==> config.mk <==
export PLATFORM = sky130hd
export DESIGN_NAME = adc_spi_sched
export DESIGN_NICKNAME = d
export VERILOG_FILES = /design/src/rtl/adc_spi_sched.sv
export SDC_FILE = /design/constraint.sdc
export NUM_CORES = 1
export LEC_CHECK = 0
export CORE_ASPECT_RATIO = 1.5
export CORE_UTILIZATION = 60
export CTS_CLUSTER_SIZE = 16
export DETAILED_ROUTE_END_ITERATION = 10
export MAX_ROUTING_LAYER = met4
export PLACE_DENSITY_LB_ADDON = 0.25
export REMOVE_ABC_BUFFERS = 1
export SETUP_SLACK_MARGIN = 0.4
export SLEW_MARGIN = 5
export SYNTH_ARGS = -nofsm -noshare
export SYNTH_HDL_FRONTEND = slang
export SYNTH_SLANG_ARGS = --single-unit
export TNS_END_PERCENT = 20
==> constraint.sdc <==
create_clock -name clock -period 6 [get_ports clock]
set_clock_uncertainty 0.2 [all_clocks]
set_input_delay 1.2 -clock clock [delete_from_list [all_inputs] [get_ports clock]]
set_output_delay 1.2 -clock clock [all_outputs]
set_load 0.02 [all_outputs]
==> src/rtl/adc_spi_sched.sv <==
// Per-channel command FIFOs feeding two AD7768 config SPI engines over a shared
// write-data bus, with round-robin issue and one readback strobe per transfer.
module adc_spi_sched #(
    parameter int DEPTH       = 8,
    parameter int XFER_CLOCKS = 64,
    parameter int GAP         = 4
) (
    input  logic        clock,
    input  logic        reset,
    input  logic        req_valid,
    input  logic        req_chan,
    input  logic [15:0] req_data,
    output logic        req_ready,
    output logic [1:0]  spi_wvalid,
    output logic [15:0] spi_wdata,
    input  logic [7:0]  spi_rdata0,
    input  logic [7:0]  spi_rdata1,
    output logic        resp_valid,
    output logic        resp_chan,
    output logic [7:0]  resp_data,
    output logic        busy
);

    localparam int AW = $clog2(DEPTH);
    localparam int CW = $clog2(XFER_CLOCKS + GAP + 1);
    localparam logic [CW-1:0] LOAD   = CW'(XFER_CLOCKS + GAP);
    localparam logic [CW-1:0] SAMPLE = CW'(GAP + 1);
    localparam logic [AW:0]   FULL   = (AW + 1)'(DEPTH);

    logic [15:0]   mem    [2][DEPTH];
    logic [AW-1:0] wr_ptr [2];
    logic [AW-1:0] rd_ptr [2];
    logic [AW:0]   count  [2];
    logic [CW-1:0] cnt    [2];
    logic          last_grant;

    logic [1:0] full;
    logic [1:0] push;
    logic [1:0] elig;
    logic [1:0] pop;
    logic       grant_any;
    logic       grant_ch;

    // Handshake: a word transfers on a clock edge where req_valid && req_ready;
    // req_ready depends only on registered FIFO counts and req_chan, never on req_valid.
    assign req_ready = !full[req_chan];

    always_comb begin
        full = '0;
        push = '0;
        elig = '0;
        for (int i = 0; i < 2; i++) begin
            full[i] = (count[i] == FULL);
            push[i] = req_valid && !full[i] && (req_chan == 1'(i));
            // cnt == 1 means the channel is idle by the issuing edge, so back-to-back
            // starts land exactly XFER_CLOCKS+GAP apart.
            elig[i] = (count[i] != '0) && (cnt[i] <= CW'(1));
        end
    end

    always_comb begin
        grant_any = |elig;
        grant_ch  = elig[1];
        if (elig == 2'b11) begin
            grant_ch = !last_grant;
        end
        pop = 2'b00;
        if (grant_any) begin
            pop = grant_ch ? 2'b10 : 2'b01;
        end
    end

    always_ff @(posedge clock) begin
        for (int i = 0; i < 2; i++) begin
            if (push[i]) begin
                mem[i][wr_ptr[i]] <= req_data;
            end
        end
    end

    always_ff @(posedge clock or posedge reset) begin
        if (reset) begin
            for (int i = 0; i < 2; i++) begin
                wr_ptr[i] <= '0;
                rd_ptr[i] <= '0;
                count[i]  <= '0;
                cnt[i]    <= '0;
            end
        end else begin
            for (int i = 0; i < 2; i++) begin
                if (push[i]) begin
                    wr_ptr[i] <= wr_ptr[i] + AW'(1);
                end
                if (pop[i]) begin
                    rd_ptr[i] <= rd_ptr[i] + AW'(1);
                end
                case ({push[i], pop[i]})
                    2'b10:   count[i] <= count[i] + (AW + 1)'(1);
                    2'b01:   count[i] <= count[i] - (AW + 1)'(1);
                    default: count[i] <= count[i];
                endcase
                if (pop[i]) begin
                    cnt[i] <= LOAD;
                end else if (cnt[i] != '0) begin
                    cnt[i] <= cnt[i] - CW'(1);
                end
            end
        end
    end

    always_ff @(posedge clock or posedge reset) begin
        if (reset) begin
            spi_wvalid <= 2'b00;
            spi_wdata  <= '0;
            last_grant <= 1'b1;
            resp_valid <= 1'b0;
            resp_chan  <= 1'b0;
            resp_data  <= '0;
            busy       <= 1'b0;
        end else begin
            spi_wvalid <= pop;
            if (grant_any) begin
                spi_wdata  <= mem[grant_ch][rd_ptr[grant_ch]];
                last_grant <= grant_ch;
            end
            // Issues are at least a cycle apart, so both channels never sample together.
            resp_valid <= (cnt[0] == SAMPLE) || (cnt[1] == SAMPLE);
            if (cnt[0] == SAMPLE) begin
                resp_chan <= 1'b0;
                resp_data <= spi_rdata0;
            end else if (cnt[1] == SAMPLE) begin
                resp_chan <= 1'b1;
                resp_data <= spi_rdata1;
            end
            busy <= (count[0] != '0) || (count[1] != '0) || (cnt[0] != '0) || (cnt[1] != '0);
        end
    end

endmodule

==> results of run 1 <==
per-layer routing:
metal,GRT usage (%),vias to the layer above,part of all wire [%]
met2,45.8,310,53
met5,-,-,0
li1,-,2927,-
met4,9.98,0,3.2
met1,33.0,3421,37
met3,3.77,61,7.0
per-stage QoR:
stage                     setup slack [ns]  total power (uW)  cells
after floorplan                       2.41              4400    670
after global placement                2.03              4990   1025
after detailed placement              1.83              5110   1025
after CTS                             1.79              6870   1077
after global routing                  1.47              7140   1077
final                                 1.78              6820   1077
power groups by stage:
stage	Clock, uW	Combinational (uW)	Sequential (uW)
3_3_place_gp	0	1930	3050
2_1_floorplan	0	1170	3230
3_5_place_dp	0	2020	3090
4_1_cts	1780	2040	3050
6_report	1750	2020	3050
5_1_grt	1850	2190	3090
logic make-up after synthesis:
family / count (synthesis) / share of synthesized area [%]
AO/OA/AOI/OAI: 55 / 3.32
XOR/XNOR: 26 / 1.76
adder cells (fa/ha/maj): 16 / 1.55
buffers and inverters: 43 / 1.56
flip-flops: 320 / 71.9
multiplexers: 108 / 14.6
AND/OR/NAND/NOR: 132 / 5.35
path summary, 6_finish.rpt:
check                        endpoint  depth (start not counted)
hold reg to reg            last_grant                          2
setup / recovery             count[6]                         13
setup reg to reg             count[6]                         13
min in group asynchronous     cnt[11]                          2
max in group asynchronous  resp_valid                          3
hold / removal             last_grant                          2
critical path: stages (launching register included):
cell     delay, ns
dfrtp_1       0.45
or3_4         0.45
nor4b_4       0.57
nand2_2       0.54
buf_4         0.43
nand2_1       0.15
inv_2         0.14
ha_1          0.28
xor2_1        0.18
ha_1          0.19
a21oi_1       0.14
xnor2_1       0.15
nand2_1       0.08
xnor2_1       0.13
flip-flops by register name, indices dropped and copies added (netlist names):
signal and cells:
spi_wvalid 2, rd_ptr 6, wr_ptr 6, mem 256, cnt 14, resp_valid 1
count 8, busy 1, resp_chan 1, resp_data 8, last_grant 1, spi_wdata 16
area by class of cell:
class / count / share of cell area, %
Sequential cell: 320 / 62.6
Multi-Input combinational cell: 337 / 23.3
Timing Repair Buffer: 87 / 5.49
Clock buffer: 39 / 5.21
Tap cell: 268 / 2.26
Clock inverter: 13 / 0.809
Inverter: 13 / 0.329
cell usage in the layout (no fill, tap or decap), types with 4 or more instances in the layout:
cell | netlist | layout
nor3_2 | 0 | 5
clkinv_2 | 0 | 5
nand2_1 | 28 | 28
mux2i_1 | 38 | 38
clkbuf_1 | 15 | 9
clkdlybuf4s50_1 | 0 | 65
ha_1 | 16 | 16
mux4_2 | 64 | 64
a221oi_2 | 7 | 7
a211oi_1 | 5 | 5
and3_2 | 4 | 4
inv_1 | 11 | 10
xor2_1 | 8 | 8
nor2_1 | 46 | 44
nor3_1 | 17 | 12
o21ai_0 | 12 | 12
xnor2_1 | 18 | 18
a21oi_1 | 10 | 10
buf_4 | 0 | 22
a21boi_0 | 4 | 4
clkbuf_16 | 0 | 29
a221oi_1 | 5 | 5
clkinv_1 | 1 | 4
edfxtp_1 | 256 | 256
dfrtp_1 | 63 | 61
mux2_2 | 6 | 6
nand2b_1 | 8 | 8
a2111oi_0 | 4 | 4
==> summary.md, run 1 <==
| Metric | Value |
|---|---|
| Status | `finished clean` |
| Final Setup Violations | `0` |
| Syn avg cell area | `18.5 um^2` |
| DRT iter0 DRCs | `573` |
| Vias | `6,719` |
| Critical path arrival | `4.44 ns` |
| Fin area | `0.0149 mm^2` |
| Final Hold Violating Endpoints | `0` |
| Dpl hpwl | `15,800 um` |
| Max rail drop VDD | `0.000278 V` |
| Leading area contributor after synthesis | `edfxtp_1` |
| Fin crit period | `4.22 ns` |
| Cell with the most instances after synthesis | `edfxtp_1` |
| Combinational share of power | `29.6%` |
| Synthesis warning total | `0` |
| Sw frac | `30.9%` |
| Vias in the first global route | `7,199` |
| Register bit total from synthesis | `320` |
| Number of diodes | `0` |
| Max Cap Viol | `0` |
| Hold WC Path Type | `flip-flop to flip-flop` |
| Area of the multi-input gates | `0.00347 mm^2` |
| Setup_tns | `0 ns` |
| Worst rel slew slack | `15.7%` |
| FF-to-FF setup slack | `1.78 ns` |
| Synth Cell Area | `0.0129 mm^2` |
| Final Core Density | `70.5%` |
| First-pass GRT wire length | `41,600 um` |
| I/O Buffers | `65` |
| Hold slack | `0.288 ns` |
| Die Height | `182 um` |
| Die X | `122 um` |
| GRT Overall Usage | `27.1%` |
| Internal Pwr Total | `4710 uW` |
| Clock Sinks | `320` |
| Drt first pass iters | `5` |
| Clk buf depth | `3` |
| Clk slew on worst S/H paths | `0.07 ns` |
| Net Sw Power | `2110 uW` |
| Slew Limit Fails | `0` |
| Layout cells sized above 1 | `20.6%` |
| Hold_sp | `last_grant` |
| Number of enable flip-flop cells after synthesis | `256` |
| Post-synthesis sequential area ratio | `71.9%` |
| Top-area cell type share of the netlist area | `59.5%` |
| CP Launch Point | `cnt[4]` |
| Final worst path period share | `70.3%` |
| Startpoint types | `flip-flop` |
| Core Area | `0.0211 mm^2` |
| Sequential share of power | `44.8%` |
| Root Buffer | `clkbuf_16` |
| Top cells by count, synth | `256 x edfxtp_1, 64 x mux4_2, 63 x dfrtp_1` |
| Max Fclk | `237 MHz` |
| Initial antenna violation count | `0` |
| Starting Density | `61.4%` |
| Worst setup path category | `flip-flop to flip-flop` |
| Share of power burned in the clock network | `25.6%` |
| Distinct cell type count after synthesis | `57` |
| Pwr dens | `459 mW/mm^2` |
| Detailed-route wire length per cell | `25.4 um` |
| Hold Buf Count CTS | `0` |
| RSZ-0062 raised after global routing | `false` |
| Top post-synthesis cells by area | `edfxtp_1 59%, dfrtp_1 12%, mux4_2 11%` |
| GRT overflow | `0` |
| Worst setup EP type | `flip-flop` |
| Final ANT Viol Nets | `0` |
| Drt drc | `0` |
| Worst-Skew Late Latency | `0.54 ns` |
| DRT Wirelength | `27,300 um` |
| I/O pin count | `66` |
| Num CTS Buffers | `28` |
| Leak pwr | `0.00520 uW` |
| Area delta synth->final | `14.9%` |
| Critical path peak fanout | `19` |
| Row count | `65` |
| DP Area | `0.0140 mm^2` |
| Post-synth ARST share | `20.0%` |
| Final Wtd Congestion | `0.828` |
| RR Startpoint | `cnt[4]` |
| Slew @ Worst Pin | `1.25 ns` |
| TritonCTS clock tree | `done` |
| Worst EP required | `6.22 ns` |
| Die area | `0.0222 mm^2` |
| Fillers | `1,296` |
| NumNets Final | `839` |
| Vias per cell | `6.24` |
| Largest net degree at the start of global routing | `38` |
| PostCTS Resize Cnt | `0` |
| CTS H-tree lvls | `1` |
| Synthesized instance count | `700` |
| Post-CTS Setup Bufs | `0` |
| Main synth FF type | `edfxtp_1` |
| Register area | `0.00929 mm^2` |
(Power assumes the default switching activity.)
==> inputs of run 2 (changes only) <==
--- a/config.mk
+++ b/config.mk
@@ -6,7 +6,7 @@
 export NUM_CORES = 1
 export LEC_CHECK = 0
 export CORE_ASPECT_RATIO = 1.5
-export CORE_UTILIZATION = 60
+export CORE_UTILIZATION = 54
 export CTS_CLUSTER_SIZE = 16
 export DETAILED_ROUTE_END_ITERATION = 10
 export MAX_ROUTING_LAYER = met4
==> constraint.sdc (replaced) <==
create_clock -name clock -period 3.7 [get_ports clock]
set_clock_uncertainty 0.2 [all_clocks]
set_input_delay 0.74 -clock clock [delete_from_list [all_inputs] [get_ports clock]]
set_output_delay 0.74 -clock clock [all_outputs]
set_load 0.02 [all_outputs]
==> run 2 against run 1 <==
Against the previous run:
- first-iteration DRC count fell by 14%
- clock power rose by 67%
- critical endpoint is now spi_wdata[15]
- worst hold slack got worse by 0.022 ns
- largest power group unchanged
==> summary.md, run 2 (synthesis results as in run 1) <==
| Metric | Value |
|---|---|
| Slew Limit Fails | `0 (unchanged)` |
| Status | `finished clean` |
| Layout cells sized above 1 | `22.5% (+1.9 points)` |
| GRT Overall Usage | `24.0% (-3.1 points)` |
| Initial antenna violation count | `0 (unchanged)` |
| Clk slew on worst S/H paths | `0.06 ns (about the same)` |
| Critical path arrival | `3.32 ns (-1.12 ns)` |
| Leading cell types in the layout, fill and taps excluded | `256 x edfxtp_1, 65 x clkdlybuf4s50_1, 64 x mux4_2` |
| Hold Buf Count CTS | `0 (unchanged)` |
| Die area | `0.0246 mm^2 (+11%)` |
| Leak pwr | `0.00529 uW (+1.7%)` |
| Detailed-route wire length per cell | `23.9 um (-5.9%)` |
| Worst rel slew slack | `20.9% (+5.2 points)` |
| Num CTS Buffers | `29 (+3.6%)` |
| Slew @ Worst Pin | `1.19 ns (-0.0662 ns)` |
| Register area | `0.00929 mm^2 (unchanged)` |
| Fillers | `1,655 (+28%)` |
| Commonest non-fill, non-tap cell in the layout | `edfxtp_1` |
| TritonCTS clock tree | `done` |
| DRT iter0 DRCs | `491 (-14%)` |
| Largest net degree at the start of global routing | `65 (+71%)` |
| Critical path peak fanout | `17 (-2)` |
| DRT Wirelength | `27,200 um (-0.35%)` |
| Root Buffer | `clkbuf_16` |
| PostCTS Resize Cnt | `0 (unchanged)` |
| Startpoint types | `flip-flop` |
| Final Wtd Congestion | `0.851 (+2.8%)` |
| Worst EP required | `3.86 ns (-2.36 ns)` |
| Clk buf depth | `3 (unchanged)` |
| First-pass GRT wire length | `41,700 um (+0.23%)` |
| Drt drc | `0 (unchanged)` |
| Fin crit period | `3.16 ns (-1.05 ns)` |
| Drt first pass iters | `5 (unchanged)` |
| Die X | `128 um (+5.3%)` |
| GRT overflow | `0 (unchanged)` |
| Area of the multi-input gates | `0.00349 mm^2 (+0.58%)` |
| I/O pin count | `66 (unchanged)` |
| Setup WS pre-CTS | `0.414 ns (-1.42 ns)` |
| Worst setup EP type | `flip-flop` |
| Number of diodes | `0 (unchanged)` |
| Final worst path period share | `85.5% (+15 points)` |
| Pwr dens | `741 mW/mm^2 (+61%)` |
| Hold WC Path Type | `flip-flop to flip-flop` |
| Worst setup path category | `flip-flop to flip-flop` |
| CTS H-tree lvls | `1 (unchanged)` |
| Max Cap Viol | `0 (unchanged)` |
| RSZ-0062 raised after global routing | `true` |
| Final worst slack | `0.536 ns (-1.25 ns)` |
| Max reg flops | `256 (unchanged)` |
| Max rail drop VDD | `0.000477 V (+72%)` |
| Area delta synth->final | `16.6%` |
| Worst-Skew Late Latency | `0.54 ns (about the same)` |
| Die Height | `192 um (+5.3%)` |
| FF-to-FF setup slack | `0.54 ns (-1.25 ns)` |
| Post-CTS Setup Bufs | `0 (unchanged)` |
| NumNets Final | `852 (+1.5%)` |
| Core Area | `0.0236 mm^2 (+12%)` |
| Clock Sinks | `320 (unchanged)` |
| Final Setup Violations | `0 (unchanged)` |
| Row count | `69 (+6.2%)` |
| Vias | `6,714 (-0.074%)` |
| Final ANT Viol Nets | `0 (unchanged)` |
| Final Hold Violating Endpoints | `0 (unchanged)` |
| Final Core Density | `64.0% (-6.5 points)` |
| Vias per cell | `5.88 (-5.7%)` |
| Max Fclk | `316 MHz (+33%)` |
| Dpl hpwl | `16,700 um (+5.7%)` |
| Vias in the first global route | `7,230 (+0.43%)` |
| Setup_tns | `0 ns (unchanged)` |
| Starting Density | `54.9% (-6.5 points)` |
| I/O Buffers | `65 (unchanged)` |
-- run 2: cell count changes in the layout (fill, tap and decap cells not counted), sizes merged --
cell,previous run,this run
buf,22,34
clkbuf,39,40
-- run 2: worst paths after layout --
path,start,depth (start not counted),endpoint
min reg2reg,last_grant,2,last_grant
max in group asynchronous,reset,3,rd_ptr[0]
min in group asynchronous,reset,3,spi_wdata[1]
max reg2reg,cnt[4],7,spi_wdata[15]
min,last_grant,2,last_grant
max,cnt[4],7,spi_wdata[15]
-- run 2: final cells by class --
cell class,instances,share of cell area (%)
Timing Repair Buffer,99,6.09
Clock inverter,13,0.921
Clock buffer,40,5.23
Inverter,13,0.357
Multi-Input combinational cell,337,23.1
Sequential cell,320,61.6
Tap cell,319,2.65
-- run 2: power by group --
group | internal, uW | switching (uW)
registers | 4460 | 563
logic | 1600 | 1620
clock network | 1640 | 1280
-- run 2: per-layer routing --
metal  GRT usage, %  share of wire, %  vias to the layer above
met5              -                 0                        -
met4           7.69               2.8                        0
met3           2.97               5.2                       57
met2           42.4                55                      217
met1           28.4                37                     3475
li1               -                 -                     2965
-- run 2: worst max-delay path, cell delays in order, from the launching register on --
cell and delay [ns]:
dfrtp_1 0.43, or3_4 0.43, or4b_4 0.60, nand2_2 0.09, buf_4 0.30, and3_1 0.47, buf_4 0.32, a221oi_1 0.13
-- run 2: stage by stage --
stage	std cells	hold WS, ns	area, um^2	total power [uW]
after floorplan	670	0.238	12800	7130
after global placement	1088	0.250	14100	8160
after detailed placement	1088	0.258	14100	8330
after global routing	1141	0.288	15100	11700
after CTS	1141	0.268	15000	11300
final	1141	0.266	15100	11200
